[src/rtl/def.sv]
// Shared core definitions: decoded instruction set, MEM-stage FSM states and
// helpers that classify memory instructions.
package def;

    typedef enum logic [5:0] {
        NOP, ADD, SUB, AND_, OR_, XOR_, SLL, SRL, SRA, SLT, SLTU,
        ADDI, LUI, AUIPC, JAL, JALR, BEQ, BNE,
        LB, LH, LW, LBU, LHU, SB, SH, SW,
        FLW, FSW, FADD, FMUL
    } instructions;

    typedef enum logic [1:0] {
        IDLE,
        REQ,
        WAIT_R,
        FIN
    } mem_state_t;

    function automatic logic is_load(input instructions i);
        return i inside {LB, LH, LW, LBU, LHU, FLW};
    endfunction

    function automatic logic is_store(input instructions i);
        return i inside {SB, SH, SW, FSW};
    endfunction

    // Natural alignment check; byte accesses can never be misaligned.
    function automatic logic access_misaligned(input instructions i, input logic [1:0] a);
        logic m;
        m = 1'b0;
        case (i)
            LH, LHU, SH:      m = a[0];
            LW, SW, FLW, FSW: m = (a != 2'b00);
            default:          m = 1'b0;
        endcase
        return m;
    endfunction

endpackage

[src/rtl/load_extend.sv]
// Selects the addressed byte/half lane of a read word and sign- or
// zero-extends it according to the load instruction.
module load_extend
    import def::*;
(
    input  logic [31:0] rdata,
    input  logic [1:0]  addr,
    input  instructions instr,
    output logic [31:0] data
);

    logic [7:0]  byte_sel;
    logic [15:0] half_sel;

    always_comb begin
        byte_sel = rdata[7:0];
        case (addr)
            2'd1:    byte_sel = rdata[15:8];
            2'd2:    byte_sel = rdata[23:16];
            2'd3:    byte_sel = rdata[31:24];
            default: byte_sel = rdata[7:0];
        endcase
        half_sel = addr[1] ? rdata[31:16] : rdata[15:0];
    end

    always_comb begin
        data = rdata;
        case (instr)
            LB:      data = {{24{byte_sel[7]}}, byte_sel};
            LBU:     data = {24'b0, byte_sel};
            LH:      data = {{16{half_sel[15]}}, half_sel};
            LHU:     data = {16'b0, half_sel};
            default: data = rdata;
        endcase
    end

endmodule

[src/rtl/mem_access.sv]
// Memory-access stage: runs one load or store over a valid/ready data port
// and returns the write-back value with a one-cycle done pulse.
module mem_access
    import def::*;
#(
    parameter int ADDR_WIDTH = 32
) (
    input  logic                  clk,
    input  logic                  rst,
    input  logic                  start,
    input  instructions           instr,
    input  logic [31:0]           addr,
    input  logic [31:0]           rs2_v,
    input  logic [31:0]           frs2_v,
    input  logic                  mem_read_enabled,
    input  logic                  mem_write_enabled,
    output logic                  mem_req,
    output logic                  mem_we,
    output logic [ADDR_WIDTH-1:0] mem_addr,
    output logic [3:0]            mem_wstrb,
    output logic [31:0]           mem_wdata,
    input  logic                  mem_ready,
    input  logic                  mem_rvalid,
    input  logic [31:0]           mem_rdata,
    output logic [31:0]           result,
    output logic                  done,
    output logic                  busy,
    output logic                  misaligned
);

    mem_state_t  state, state_nx;
    logic        is_mem;
    logic        reject;
    logic        accept;
    logic [1:0]  addr_lo;
    logic [3:0]  st_strb;
    logic [31:0] st_data;
    logic [31:0] st_src;
    logic [31:0] ld_data;

    assign is_mem = is_load(instr) || is_store(instr);
    // Conflicting read/write flags are rejected the same way as a bad alignment.
    assign reject = (mem_read_enabled && mem_write_enabled)
                 || (is_mem && access_misaligned(instr, addr[1:0]));
    assign accept = (state == IDLE) && start;

    always_ff @(posedge clk) begin
        if (rst) state <= IDLE;
        else     state <= state_nx;
    end

    always_comb begin
        state_nx = state;
        mem_req  = 1'b0;
        done     = 1'b0;
        busy     = 1'b1;
        case (state)
            IDLE: begin
                busy = 1'b0;
                if (start) state_nx = (reject || !is_mem) ? FIN : REQ;
            end
            REQ: begin
                mem_req = 1'b1;
                if (mem_ready) state_nx = mem_we ? FIN : WAIT_R;
            end
            WAIT_R: begin
                if (mem_rvalid) state_nx = FIN;
            end
            FIN: begin
                done     = 1'b1;
                state_nx = IDLE;
            end
            default: state_nx = IDLE;
        endcase
    end

    always_comb begin
        st_src  = (instr == FSW) ? frs2_v : rs2_v;
        st_strb = 4'b0000;
        st_data = 32'b0;
        case (instr)
            SB: begin
                st_data = {4{st_src[7:0]}};
                st_strb = 4'b0001 << addr[1:0];
            end
            SH: begin
                st_data = {2{st_src[15:0]}};
                st_strb = addr[1] ? 4'b1100 : 4'b0011;
            end
            SW, FSW: begin
                st_data = st_src;
                st_strb = 4'b1111;
            end
            default: begin
                st_data = 32'b0;
                st_strb = 4'b0000;
            end
        endcase
    end

    load_extend u_load_extend (
        .rdata (mem_rdata),
        .addr  (addr_lo),
        .instr (instr),
        .data  (ld_data)
    );

    // Bus fields are captured once at start so they hold through any stall.
    always_ff @(posedge clk) begin
        if (rst) begin
            mem_we     <= 1'b0;
            mem_addr   <= '0;
            mem_wstrb  <= 4'b0;
            mem_wdata  <= 32'b0;
            result     <= 32'b0;
            misaligned <= 1'b0;
            addr_lo    <= 2'b0;
        end else begin
            if (accept) begin
                misaligned <= reject;
                addr_lo    <= addr[1:0];
                if (reject) begin
                    result <= 32'b0;
                end else if (!is_mem) begin
                    result <= addr;
                end else begin
                    mem_addr  <= {addr[ADDR_WIDTH-1:2], 2'b00};
                    mem_we    <= is_store(instr);
                    mem_wstrb <= st_strb;
                    mem_wdata <= st_data;
                end
            end
            if (state == WAIT_R && mem_rvalid) result <= ld_data;
        end
    end

endmodule

[config.mk]
export PLATFORM = sky130hd
export DESIGN_NAME = mem_access
export DESIGN_NICKNAME = d
export VERILOG_FILES = /design/src/rtl/def.sv /design/src/rtl/load_extend.sv /design/src/rtl/mem_access.sv
export SDC_FILE = /design/constraint.sdc
export NUM_CORES = 1
export LEC_CHECK = 0
export BUFFER_PORTS_ARGS = -buffer_cell sky130_fd_sc_hd__clkbuf_2
export CAP_MARGIN = 10
export CORE_MARGIN = 3
export CORE_UTILIZATION = 42
export CTS_CLUSTER_SIZE = 14
export DETAILED_ROUTE_END_ITERATION = 8
export GPL_TIMING_DRIVEN = 0
export HOLD_SLACK_MARGIN = 0.15
export PLACE_DENSITY_LB_ADDON = 0.05
export SYNTH_ARGS = -nofsm -noshare
export SYNTH_HDL_FRONTEND = slang
export SYNTH_HIERARCHICAL = 1
export SYNTH_SLANG_ARGS = --single-unit
[constraint.sdc]
create_clock -name clk -period 1.9 [get_ports clk]
set_input_delay 0.095 -clock clk [delete_from_list [all_inputs] [get_ports clk]]
set_output_delay 0.095 -clock clk [all_outputs]
set_load 0.02 [all_outputs]
==> impl_metrics.env <==
export IMPL_outcome="complete, but fails checks"
export IMPL_violations="negative setup slack"
export IMPL_start_util_pct=43.89
export IMPL_firstDrtPassIters=5
export IMPL_hold_class="input pin to flip-flop"
export IMPL_syn_area_mm2=0.005652
export IMPL_p_sw_mw=2.872
export IMPL_critPathArrivalTime_ns=2.16
export IMPL_holdPathEnd="mem_wdata[26]"
export IMPL_hpwl_mm=16.87
export IMPL_drc_errors=0
export IMPL_clock_skew_final_ns=0.003941
export IMPL_rr_worst_depth=6
export IMPL_holdPathStages=5
export IMPL_whs_ns=0.1566
export IMPL_synth_ff_latch_count=104
export IMPL_synth_most_common_cell="dfxtp_1"
export IMPL_power_per_cell_area_mw_per_mm2=908.9
export IMPL_worst_pin_slew_ns=0.8203
export IMPL_finalNetCount=1128
export IMPL_p_seq_share_pct=35.2
export IMPL_post_drt_wl_per_cell_um=19.73
export IMPL_p_clk_share_pct=24.1
export IMPL_die_area_mm2=0.01488
export IMPL_fin_crit_ns=1.918
export IMPL_place_inst=1074
export IMPL_p_comb_share_pct=40.7
export IMPL_post_dp_cell_area_mm2=0.007083
export IMPL_syn_instance_count=660
export IMPL_switching_share_pct=37.84
export IMPL_antenna_found_initial=1
export IMPL_intPower_mw=4.719
export IMPL_synthTopCellsByArea="dfxtp_1 (37%), a21oi_1 (7.2%), o211ai_1 (4.6%)"
export IMPL_rows=41
export IMPL_drtIter0Drc=454
export IMPL_grt_pass1_wl_mm=34.16
export IMPL_drive_gt1_share_pct=37.18
export IMPL_routed_wl_mm=22.87
export IMPL_grt_pass1_vias=6335
export IMPL_drv_slew=0
export IMPL_fmax_mhz=521.3
export IMPL_cts_tree="built"
export IMPL_place_port_buffers=241
export IMPL_overflow=0
export IMPL_ant_nets=0
export IMPL_syn_avg_cell_area_um2=8.563
export IMPL_synth_edf_count=0
export IMPL_timing_final_hold_violations=0
export IMPL_numCtsBuffers=9
export IMPL_clkSlewWorstSetupHoldPaths_ns=0.07
export IMPL_fp_dieH_um=122
export IMPL_drv_cap=0
export IMPL_core_area_mm2=0.01288
export IMPL_seq_area_frac_synth_pct=36.84
export IMPL_ir_drop_mv=0.6940
export IMPL_crit_chain="buf_6 -> mux4_2 -> and3b_2 -> a221o_1 -> o22ai_1 -> nor3_1"
export IMPL_n_antenna_cell=0
export IMPL_cts_max_level=3
export IMPL_design_area_mm2=0.008352
export IMPL_crit_fanout=8
export IMPL_grtUsageTotal_pct=29.55
export IMPL_syn2layout_area_growth_pct=47.78
export IMPL_vias=6762
export IMPL_instances_no_fill=1159
export IMPL_yosys_top_cells_count="dfxtp_1 (104), a21oi_1 (81), nand2_1 (57), clkbuf_1 (47)"
export IMPL_yosys_area_top_type_share_pct=36.84
export IMPL_min_from="frs2_v[26]"
export IMPL_ff2ff_setup_slack_ns=-0.02
export IMPL_leakage_nw=3.611
export IMPL_path_class="flip-flop to flip-flop"
export IMPL_gp_congestion=0.9392
export IMPL_slew_headroom_pct=45.11
export IMPL_rsz0062_at_grt="yes"
export IMPL_worst_slack_ns=-0.01841
export IMPL_synth_largest_area_cell="dfxtp_1"
export IMPL_drt_vias_per_instance=5.834
export IMPL_critPathMaxStageDelay_ns=0.51
export IMPL_io_pins=246
export IMPL_synth_cell_types=58
export IMPL_yosysWarnings=6
export IMPL_grt_max_degree=19
export IMPL_timing_rr_start="addr_lo[1]"
export IMPL_setup_viol=2
export IMPL_clockBufferDepth=2
export IMPL_r2r_end="result[10]"
export IMPL_clkSinkCount=104
export IMPL_critPathLaunchType="flip-flop"
export IMPL_clock_latency_ns=0.35
export IMPL_endpoint_kind="flip-flop"
export IMPL_root_buffer="clkbuf_16"
export IMPL_synth_main_ff_cell="dfxtp_1"
export IMPL_dieWidth_um=122
export IMPL_cp_slowest_cell="mux4_2"
export IMPL_period_share_pct=101.0
export IMPL_async_reset_ff_share_pct=0
export IMPL_crit_required_ns=2.14
sequential cells by signal, summed over array words and instances (netlist names):
signal	count
mem_addr	30
result	32
mem_wstrb	4
addr_lo	2
misaligned	1
mem_we	1
state	2
mem_wdata	32
metrics by stage:
step / power, mW / util, % / setup TNS, ns / worst slack [ns]
floorplan: 4.349 / - / 0 / 0.002345
CTS: 7.388 / 63.46 / -0.002079 / -0.002079
global route: 7.970 / 64.86 / -0.8871 / -0.07505
detailed placement: 5.219 / 55.01 / -47.37 / -0.7697
global placement: 5.158 / 55.01 / -42.46 / -0.7137
finish: 7.591 / 64.86 / -0.02616 / -0.01841
critical path: cells and delay by family (launching register included):
kind,cells,cell delay [ns]
muxes,1,0.51
AOI/OAI and AO/OA,2,0.51
and+or+nand+nor,2,0.34
DFF,1,0.33
buffers and inverters,1,0.12
power by group through the flow:
stage          combinational [mW]  sequential, mW  clock [mW]
2_1_floorplan                1.39            2.96           0
3_3_place_gp                 2.48            2.68           0
3_5_place_dp                 2.53            2.69           0
4_1_cts                      2.88            2.65        1.86
5_1_grt                      3.34            2.69        1.94
6_report                     3.09            2.67        1.83
how the worst max path moves through the flow:
stage,start,endpoint,slack (ns),depth (start not counted)
2_1_floorplan,state[0],mem_wstrb[0],0.002,8
3_3_place_gp,instr[5],mem_wdata[24],-0.71,8
3_5_place_dp,instr[5],mem_wdata[27],-0.77,8
4_1_cts,addr_lo[1],result[10],-0.002,6
5_1_grt,addr_lo[1],result[9],-0.08,6
6_report,addr_lo[1],result[10],-0.02,6
kinds of logic (layout without fill, tap and decap cells):
kind of cell | Yosys count | in the layout | synth area share, %
flip-flops | 104 | 104 | 36.84
multiplexers | 33 | 33 | 7.793
AO/OA/AOI/OAI | 260 | 260 | 31.75
adder cells (fa/ha/maj) | 5 | 5 | 1.107
other | 1 | 2 | 0.06635
AND/OR/NAND/NOR | 179 | 179 | 15.90
buffers and inverters | 77 | 403 | 6.398
XOR/XNOR | 1 | 1 | 0.1550
routing by layer:
| metal | share of wire, % | wire length [µm] | vias up | track usage, % |
|---|---|---|---|---|
| li1 | - | - | 3164 | - |
| met1 | 44 | 9969 | 3176 | 40.77 |
| met2 | 45 | 10310 | 349 | 45.72 |
| met3 | 8.1 | 1852 | 71 | 5.617 |
| met4 | 3.2 | 725 | 2 | 11.62 |
| met5 | 0.052 | 12 | - | 0 |
layout by cell type, fill, tap and decap left out, types with 20 or more instances in the layout:
cell type and n:
nor3_1 27, mux2i_1 25, o22ai_1 40, nand3_1 35
dlygate4sd3_1 53, clkbuf_2 254, dfxtp_1 101, a21oi_1 79
o211ai_1 35, buf_4 24, nand2_1 55, clkbuf_1 20
layout make-up:
type | count | area [µm²]
tap | 172 | 215.2
inverter | 10 | 40.04
sequential | 104 | 2088
fill | 1136 | 4524
clock inverter | 6 | 52.55
buffer | 64 | 390.4
multi-input combinational | 480 | 3435
timing repair buffer | 313 | 1892
clock buffer | 10 | 239.0
repair_timing:
| item | CTS | global route |
|---|---|---|
| setup buffers | 11 | 8 |
| cloned | 0 | 0 |
| hold buffers | 53 | 0 |
| hold endpoints to repair | 76 | 0 |
| gates resized for setup | 62 | 43 |
| pin swaps | 9 | 12 |
| endpoints found under the setup margin | 96 | 99 |
(Power assumes the default switching activity.)
